`config.mk`:
```
export PLATFORM = sky130hd
export DESIGN_NAME = mult_div_unit
export DESIGN_NICKNAME = d
export VERILOG_FILES = /design/src/rtl/mdu_pkg.sv /design/src/rtl/mdu_step.sv /design/src/rtl/mult_div_unit.sv
export SDC_FILE = /design/constraint.sdc
export NUM_CORES = 1
export LEC_CHECK = 0
export ABC_CLOCK_PERIOD_IN_PS = 8800
export BUFFER_PORTS_ARGS = -buffer_cell sky130_fd_sc_hd__buf_4
export CAP_MARGIN = 40
export CORE_MARGIN = 2
export CORE_UTILIZATION = 60
export CTS_BUF_LIST = sky130_fd_sc_hd__clkbuf_4
export CTS_CLUSTER_DIAMETER = 150
export DETAILED_ROUTE_END_ITERATION = 6
export PLACE_DENSITY = 0.79
export SLEW_MARGIN = 30
export SYNTH_ARGS = -nofsm -noshare
export SYNTH_HDL_FRONTEND = slang
export SYNTH_SLANG_ARGS = --single-unit
```
`constraint.sdc`:
```
create_clock -name clk -period 8.8 [get_ports clk]
set_input_delay 0.88 -clock clk [delete_from_list [all_inputs] [get_ports clk]]
set_output_delay 0.88 -clock clk [all_outputs]
set_load 0.01 [all_outputs]
```
`src/rtl/mdu_pkg.sv`:
```
// Shared encodings for the multiply/divide unit: operation codes and FSM states.
// The helpers decode the op field so that the top and the bench read it the same way.
package mdu_pkg;

  typedef enum logic [1:0] {
    MDU_MULT  = 2'b00,
    MDU_MULTU = 2'b01,
    MDU_DIV   = 2'b10,
    MDU_DIVU  = 2'b11
  } mdu_op_e;

  typedef enum logic [1:0] {
    IDLE = 2'b00,
    RUN  = 2'b01,
    FIN  = 2'b10
  } mdu_state_e;

  localparam int MDU_MIN_WIDTH = 4;

  function automatic logic is_div_op(input logic [1:0] op);
    return (op == MDU_DIV) || (op == MDU_DIVU);
  endfunction

  function automatic logic is_signed_op(input logic [1:0] op);
    return (op == MDU_MULT) || (op == MDU_DIV);
  endfunction

endpackage

```
`src/rtl/mdu_step.sv`:
```
// One radix-2 iteration on unsigned magnitudes: shift-add for multiply,
// restoring shift-subtract for divide. Purely combinational.
module mdu_step #(
  parameter int WIDTH = 32
) (
  input  logic             is_div_i,
  input  logic [WIDTH-1:0] acc_i,
  input  logic [WIDTH-1:0] q_i,
  input  logic [WIDTH-1:0] operand_i,
  output logic [WIDTH-1:0] acc_o,
  output logic [WIDTH-1:0] q_o
);

  logic [WIDTH:0]   sum;
  logic [WIDTH:0]   rem_sh;
  logic [WIDTH-1:0] diff;
  logic             fits;

  always_comb begin
    // Multiply: {acc, q} holds the running product; the multiplier drains out of q's LSB.
    sum    = {1'b0, acc_i} + (q_i[0] ? {1'b0, operand_i} : '0);
    // Divide: the partial remainder can exceed WIDTH bits for one step, hence the extra bit.
    rem_sh = {acc_i, q_i[WIDTH-1]};
    fits   = (rem_sh >= {1'b0, operand_i});
    diff   = rem_sh[WIDTH-1:0] - operand_i;

    if (is_div_i) begin
      acc_o = fits ? diff : rem_sh[WIDTH-1:0];
      q_o   = {q_i[WIDTH-2:0], fits};
    end else begin
      acc_o = sum[WIDTH:1];
      q_o   = {sum[0], q_i[WIDTH-1:1]};
    end
  end

endmodule

```
`src/rtl/mult_div_unit.sv`:
```
// Multicycle multiply/divide unit owning HI/LO. Operands are reduced to magnitudes at
// start, iterated WIDTH times through mdu_step, then sign-corrected into HI/LO.
module mult_div_unit
  import mdu_pkg::*;
#(
  parameter int WIDTH = 32
) (
  input  logic             clk,
  input  logic             reset,
  input  logic             start,
  input  logic [1:0]       op,
  input  logic [WIDTH-1:0] a,
  input  logic [WIDTH-1:0] b,
  input  logic             hi_we,
  input  logic             lo_we,
  input  logic [WIDTH-1:0] wdata,
  output logic             busy,
  output logic             done,
  output logic             div_zero,
  output logic [WIDTH-1:0] hi,
  output logic [WIDTH-1:0] lo
);

  localparam int CW = $clog2(WIDTH);

  mdu_state_e       state_q;
  logic             div_q;
  logic             neg_q;
  logic             rem_neg_q;
  logic             busy_q;
  logic             done_q;
  logic             div_zero_q;
  logic [CW-1:0]    cnt_q;
  logic [WIDTH-1:0] acc_q;
  logic [WIDTH-1:0] q_q;
  logic [WIDTH-1:0] opnd_q;
  logic [WIDTH-1:0] hi_q;
  logic [WIDTH-1:0] lo_q;

  logic [WIDTH-1:0]   acc_d;
  logic [WIDTH-1:0]   q_d;
  logic [WIDTH-1:0]   hi_d;
  logic [WIDTH-1:0]   lo_d;
  logic [WIDTH-1:0]   a_mag;
  logic [WIDTH-1:0]   b_mag;
  logic [WIDTH-1:0]   quot;
  logic [WIDTH-1:0]   rem;
  logic [2*WIDTH-1:0] prod;
  logic [2*WIDTH-1:0] prod_fix;
  logic               op_signed;
  logic               op_div;

  mdu_step #(.WIDTH(WIDTH)) u_step (
    .is_div_i  (div_q),
    .acc_i     (acc_q),
    .q_i       (q_q),
    .operand_i (opnd_q),
    .acc_o     (acc_d),
    .q_o       (q_d)
  );

  always_comb begin
    op_signed = is_signed_op(op);
    op_div    = is_div_op(op);
    // The MIN magnitude wraps back to MIN, which read unsigned is exactly 2^(WIDTH-1).
    a_mag     = (op_signed && a[WIDTH-1]) ? -a : a;
    b_mag     = (op_signed && b[WIDTH-1]) ? -b : b;

    // Final results are taken from the last step's outputs so HI/LO land with done.
    prod      = {acc_d, q_d};
    prod_fix  = neg_q ? -prod : prod;
    quot      = neg_q ? -q_d : q_d;
    rem       = rem_neg_q ? -acc_d : acc_d;
    hi_d      = div_q ? rem  : prod_fix[2*WIDTH-1:WIDTH];
    lo_d      = div_q ? quot : prod_fix[WIDTH-1:0];
  end

  always_ff @(posedge clk or posedge reset) begin
    if (reset) begin
      state_q    <= IDLE;
      div_q      <= 1'b0;
      neg_q      <= 1'b0;
      rem_neg_q  <= 1'b0;
      busy_q     <= 1'b0;
      done_q     <= 1'b0;
      div_zero_q <= 1'b0;
      cnt_q      <= '0;
      acc_q      <= '0;
      q_q        <= '0;
      opnd_q     <= '0;
      hi_q       <= '0;
      lo_q       <= '0;
    end else begin
      done_q     <= 1'b0;
      div_zero_q <= 1'b0;
      case (state_q)
        IDLE: begin
          if (hi_we) hi_q <= wdata;
          if (lo_we) lo_q <= wdata;
          if (start) begin
            if (op_div && (b == '0)) begin
              state_q    <= FIN;
              done_q     <= 1'b1;
              div_zero_q <= 1'b1;
            end else begin
              state_q   <= RUN;
              busy_q    <= 1'b1;
              div_q     <= op_div;
              neg_q     <= op_signed && (a[WIDTH-1] ^ b[WIDTH-1]);
              rem_neg_q <= op_signed && op_div && a[WIDTH-1];
              cnt_q     <= CW'(WIDTH - 1);
              acc_q     <= '0;
              // Multiply shifts the multiplier out of q; divide shifts the dividend out of q.
              q_q       <= op_div ? a_mag : b_mag;
              opnd_q    <= op_div ? b_mag : a_mag;
            end
          end
        end
        RUN: begin
          acc_q <= acc_d;
          q_q   <= q_d;
          cnt_q <= cnt_q - CW'(1);
          if (cnt_q == '0) begin
            state_q <= FIN;
            busy_q  <= 1'b0;
            done_q  <= 1'b1;
            hi_q    <= hi_d;
            lo_q    <= lo_d;
          end
        end
        FIN: begin
          state_q <= IDLE;
        end
        default: begin
          state_q <= IDLE;
        end
      endcase
    end
  end

  assign busy     = busy_q;
  assign done     = done_q;
  assign div_zero = div_zero_q;
  assign hi       = hi_q;
  assign lo       = lo_q;

endmodule

```
# After elaboration in Yosys (flattened, before gate mapping)

Index checks and enable logic that the tools add are counted.

Register bits: 173
Logic and storage cells: 92
Output and inout bits: 67
Input bits: 103

Add/sub/neg operators: 8
$lt $le $gt $ge: 1
Reductions and logical operators: 19
Equal/unequal tests: 8
Muxes and demuxes: 41
Bitwise operators: 2

Operator list:

| cell                                                 | count |
|---|---|
| 2-to-1 mux 32 bit                                    | 20 |
| one-hot mux 32 bit (2 select lines)                  | 4 |
| negator 32 bit                                       | 4 |
| 2-to-1 mux 64 bit                                    | 1 |
| negator 64 bit                                       | 1 |
| adder 32 x 33 -> 33 bit                              | 1 |
| >= comparator 33 x 32 -> 1 bit                       | 1 |
| zero test 32 bit                                     | 1 |
| subtractor 32 bit                                    | 1 |
| AND reduction 3 bit                                  | 4 |
| 2-to-1 mux 5 bit                                     | 2 |
| inequality test 2 bit (second input constant)        | 5 |
| one-hot mux 5 bit (2 select lines)                   | 1 |
| 2-to-1 mux 1 bit                                     | 7 |
| logical AND 1 bit                                    | 6 |
| 2-to-1 mux 2 bit                                     | 3 |
| zero test 5 bit                                      | 1 |
| subtractor 5 x 1 -> 5 bit (second input constant)    | 1 |
| equality test 2 bit (second input constant)          | 2 |
| zero test 2 bit                                      | 2 |
| one-hot mux 1 bit (2 select lines)                   | 2 |
| one-hot mux 2 bit (2 select lines)                   | 1 |
| AND reduction 4 bit                                  | 1 |
| equality test 2 x 1 -> 1 bit (second input constant) | 1 |
| other kinds (5)                                      | 6 |

# Depth between registers and ports, before layout

Depth after elaboration: 8
Mapped depth: 24
Gate-level depth less buffers: 21

# Cells and area by module

A second synthesis with hierarchy kept.

Cell total of the unflattened synthesis: 1,998
Area, all modules: 15,592.5 um^2

Modules (own cells, without submodules):

| module        | sequential area each (um^2) | instances | area an instance (um^2) | cells an instance |
|---|---|---|---|---|
| mult_div_unit | 4,329.2                     | 1         | 10,981.8                | 1,318 |
| mdu_step      | 0.0                         | 1         | 4,610.7                 | 680 |

# Worst setup path before layout

Ideal clock, no wire load.

Path kind: register -> register
Start point: register div_q
End point: register hi_q[6] (netlist: hi[6])
Data arrival time: 5.952 ns
Data required time: 8.668 ns
Clock period less this slack: 6.084 ns
Stages on the path, launching flop included: 24
Slack: 2.716 ns
Path buffers: 11
Library setup time: 0.132 ns
Cell sequence: dfrtp_1 -> buf_2 -> buf_2 -> buf_2 -> clkbuf_1 -> buf_2 -> buf_1 -> buf_2 -> buf_2 -> buf_2 -> buf_1 -> mux2i_1 -> ha_1 -> o211ai_1 -> or3_1 -> or4_1 -> clkbuf_1 -> or3_1 -> o21ai_1 -> and3_1 -> a41oi_1 -> xnor2_1 -> a21boi_0 -> o21ai_1

Longest elaborated chain between the ends: 6
Elaborated cells between the ends (all ways): 9
Those cells by class: add/sub (2); mux (7)

RTL lines:

| element                                                | RTL line                                 | RTL |
|---|---|---|
| start, declared                                        | mult_div_unit.sv:27                      | `logic div_q;` |
| start signal, assigned                                 | mult_div_unit.sv:108                     | `div_q <= op_div;` |
| 2-to-1 mux 32 bit                                      | mdu_step.sv:27                           | `if (is_div_i) begin` |
| negator 64 bit or negator 32 bit (tied branches)       | mult_div_unit.sv:71, mult_div_unit.sv:73 |  |
| 2-to-1 mux 64 bit or 2-to-1 mux 32 bit (tied branches) | mult_div_unit.sv:71, mult_div_unit.sv:73 |  |
| 2-to-1 mux 32 bit (*)                                  | mult_div_unit.sv:74                      | `hi_d = div_q ? rem : prod_fix[2*WIDTH-1:WIDTH];` |
| 2-to-1 mux 32 bit (*)                                  | mult_div_unit.sv:123                     | `if (cnt_q == '0) begin` |
| one-hot mux 32 bit (2 select lines) (*)                | mult_div_unit.sv:96                      | `case (state_q)` |
| end signal, assigned                                   | mult_div_unit.sv:98                      | `if (hi_we) hi_q <= wdata;` |
| end signal, assigned                                   | mult_div_unit.sv:127                     | `hi_q <= hi_d;` |
| end, declared                                          | mult_div_unit.sv:37                      | `logic [WIDTH-1:0] hi_q;` |

Mark *: on every way between the ends. The rest lies on a longest branch, timed or not. The select of a mux whose other input is x is not followed.
A chain may end at the register's enable or synchronous reset.

# Worst setup path after layout

Start point: register acc_q[19]
End point: register hi_q[30] (netlist: hi[30])

Longest elaborated chain between the ends: 8
Elaborated cells between the ends (all ways): 13
Those cells by class: add/sub (4); order compare (1); mux (8)

RTL lines:

| element                                                             | RTL line                                 | RTL |
|---|---|---|
| start, declared                                                     | mult_div_unit.sv:34                      | `logic [WIDTH-1:0] acc_q;` |
| start signal, assigned                                              | mult_div_unit.sv:88                      | `acc_q <= '0;` |
| start signal, assigned                                              | mult_div_unit.sv:112                     | `acc_q <= '0;` |
| start signal, assigned                                              | mult_div_unit.sv:120                     | `acc_q <= acc_d;` |
| subtractor 32 bit or >= comparator 33 x 32 -> 1 bit (tied branches) | mdu_step.sv:25, mdu_step.sv:24           |  |
| 2-to-1 mux 32 bit                                                   | mdu_step.sv:28                           | `acc_o = fits ? diff : rem_sh[WIDTH-1:0];` |
| 2-to-1 mux 32 bit                                                   | mdu_step.sv:27                           |  |
| negator 64 bit or negator 32 bit (tied branches)                    | mult_div_unit.sv:71, mult_div_unit.sv:73 |  |
| 2-to-1 mux 64 bit or 2-to-1 mux 32 bit (tied branches)              | mult_div_unit.sv:71, mult_div_unit.sv:73 |  |
| 2-to-1 mux 32 bit (*)                                               | mult_div_unit.sv:74                      |  |
| 2-to-1 mux 32 bit (*)                                               | mult_div_unit.sv:123                     |  |
| one-hot mux 32 bit (2 select lines) (*)                             | mult_div_unit.sv:96                      |  |

Marked as above.

==> run metrics <==
max-cap violations 0; detailed placement HPWL 44.1 mm; die height 167 µm; actual slew at the worst max-slew pin 893 ps; final number of hold-violating endpoints 0; final worst-path cycle share 0.803; Post-Place Cells 2541; leading area contributor after synthesis dfrtp_1; Netlist cell types 87; max-slew violations 0; Synth top area share 0.273; Final WS setup 1730 ps; Vias 17000; first-pass GRT wire length 88.0 mm; average cell area after synthesis 7.38 µm²; gpl congestion 1.02; Vias/cell 6.61; Die Width 167 µm; RSZ-0062 raised after global routing no; CP Data Arrival Time 7560 ps; # fillers 2310; Leak 7.45 nW; commonest non-fill, non-tap cell in the layout nand2_1; root buffer cell clkbuf_4; Post-CTS Repair Setup Buffers 0; H-tree Lvls 4; WS Path Type flop to flop; Avg WL per Cell 22.0 µm; num rows 59; multi-input logic area 0.0107 mm²; Setup TNS 0 ps; Seq/Total Area, Yosys 0.273; HP Class input port to asynchronous set/reset pin; final instance area 0.0176 mm²; CP Launch Type flop; Finished Layout Cells 2576; largest net degree at the start of global routing 108; Mapped Area 0.0159 mm²; ys flop type dfrtp_1; Routed WL 56.8 mm; Pwr Total 8.50 mW; Crit Path Max Fanout 14; Remaining Overflow, GRT 0; total global-route track usage 0.402; Peak Freq 0.142 GHz; initial antenna violation count 3; Setup WS pre-CTS 1930 ps; layout cells sized above 1 0.122; total CTS buffers 17; IO Pins 170; Mapped Cells 2147; final core occ 0.677; R2R cell count 17; ANT nets after route 0; CP Capture Type flop; P per Cell Area 483 mW/mm²; synthesis-to-finish area growth 11.0%; Final setup violation count 0; IO buf count 169; Hold Slack 215 ps; Worst R2R Setup Slack 1730 ps; Final Critical Period 7070 ps; hold buffers post-CTS 0; CTS tree yes; clock-pin slew on the worst setup and hold paths 210 ps; Die ar. 0.0277 mm²; status complete, no violations; dpl cell area 0.0172 mm²; number of global-route vias before repair 15600; worst flop-to-flop path endpoint hi[30]; Seq cells post-synth 173; Resized Gates After CTS 0; Iter 0 DRT Violations 2179; register area 0.00433 mm²; Starting Density 0.610; async set-reset flop share out of synthesis 1.00; DR pass1 iterations 6; Critical Path RT 9300 ps; VDD IR max 284 µV; normalized max-slew margin 0.404; EDFF count, synth 0; Final Net Count 2401; worst reg2reg startpoint acc_q[19]; Worst Skew 47.2 ps; Max clock buf depth 2; Residual DRC 0; clk_lat worst skew 650 ps; Synth area leaders dfrtp_1 (27%), nand2_1 (7.3%), a21oi_1 (6.6%); highest-count cells in the layout ignoring fill and taps nand2_1 (306), nor2_1 (208), a21oi_1 (208); Yosys warning count 0; Mapped Nets 2321; clock sink count 173; core area 0.0260 mm²
-- logic make-up after synthesis --
| logic type | Yosys count | synth area share |
|---|---|---|
| buf+inv | 201 | 0.0518 |
| mux | 40 | 0.0257 |
| flops | 173 | 0.273 |
| fa+ha+maj | 71 | 0.0570 |
| xor+xnor | 153 | 0.0845 |
| simple gates | 792 | 0.231 |
| compound gates | 717 | 0.277 |
-- registers in the layout, indices dropped and copies added (netlist names) --
| register | count |
|---|---|
| acc_q | 32 |
| hi | 32 |
| lo | 32 |
| opnd_q | 32 |
| q_q | 32 |
| cnt_q | 5 |
| state_q | 2 |
| busy | 1 |
| div_q | 1 |
| div_zero | 1 |
| done | 1 |
| neg_q | 1 |
| rem_neg_q | 1 |
-- where the power goes --
group	internal, mW	switching [mW]	total [mW]
Sequential	1.19	0.384	1.58
Clock	0.161	0.354	0.515
Combinational	2.30	4.11	6.41
Total	3.66	4.85	8.50
-- cells in the mapped netlist, types with 7 or more instances --
master	instances
o21ai_0	189
dfrtp_1	173
and3_1	19
o31ai_1	18
o221ai_1	12
a211oi_1	16
or3_1	19
nor2_1	209
o211ai_1	21
o21bai_1	9
a31oi_1	47
a21o_1	23
mux2i_1	34
nor3_1	53
xor2_1	64
ha_1	69
inv_1	67
and2_1	41
a22o_1	9
nand2_1	307
xnor2_1	89
nor2b_1	14
nand4_1	22
buf_2	29
nor4_1	17
o21ai_1	45
o41ai_1	11
buf_1	8
nand2b_1	19
o22ai_1	16
o21a_1	16
nand3_1	31
or4_1	8
a31o_2	7
clkbuf_1	90
a21oi_1	209
-- metal layers --
| metal | up-vias | track usage | part of all wire |
|---|---|---|---|
| met1 | 8000 | 0.545 | 0.40 |
| li1 | 7870 | - | - |
| met5 | - | 0 | 0.00019 |
| met4 | 2 | 0.214 | 0.059 |
| met3 | 158 | 0.0794 | 0.10 |
| met2 | 1010 | 0.609 | 0.44 |
-- how the worst max path moves through the flow --
stage | cells past startpoint | slack [ps] | from | endpoint
finish | 17 | 1730 | acc_q[19] | hi[30]
global route | 17 | 1390 | acc_q[19] | hi[30]
CTS | 17 | 1890 | acc_q[19] | hi[30]
detailed placement | 17 | 1930 | acc_q[19] | hi[30]
global placement | 17 | 2210 | acc_q[17] | hi[30]
floorplan | 23 | 2720 | div_q | hi[6]
-- critical path, cell delays in order (launching register included) --
cell	delay (ps)
dfrtp_1	470
ha_1	430
a21oi_2	240
o21a_1	200
o211ai_1	360
a211o_1	650
o21ai_0	670
a21boi_0	390
ha_1	260
o211ai_1	160
or3_1	430
or4_1	630
or3_1	470
o21ai_1	640
and4b_1	400
a41oi_1	170
xnor2_1	200
o221ai_1	150
-- final cells by class --
| cell class | instances | area share |
|---|---|---|
| Multi-Input combinational cell | 1773 | 0.611 |
| Sequential cell | 173 | 0.246 |
| Timing Repair Buffer | 193 | 0.0862 |
| Tap cell | 335 | 0.0238 |
| Inverter | 69 | 0.0150 |
| Clock inverter | 14 | 0.00974 |
| Clock buffer | 18 | 0.00768 |
| Antenna cell | 1 | 0.000142 |
(Power assumes the default switching activity.)
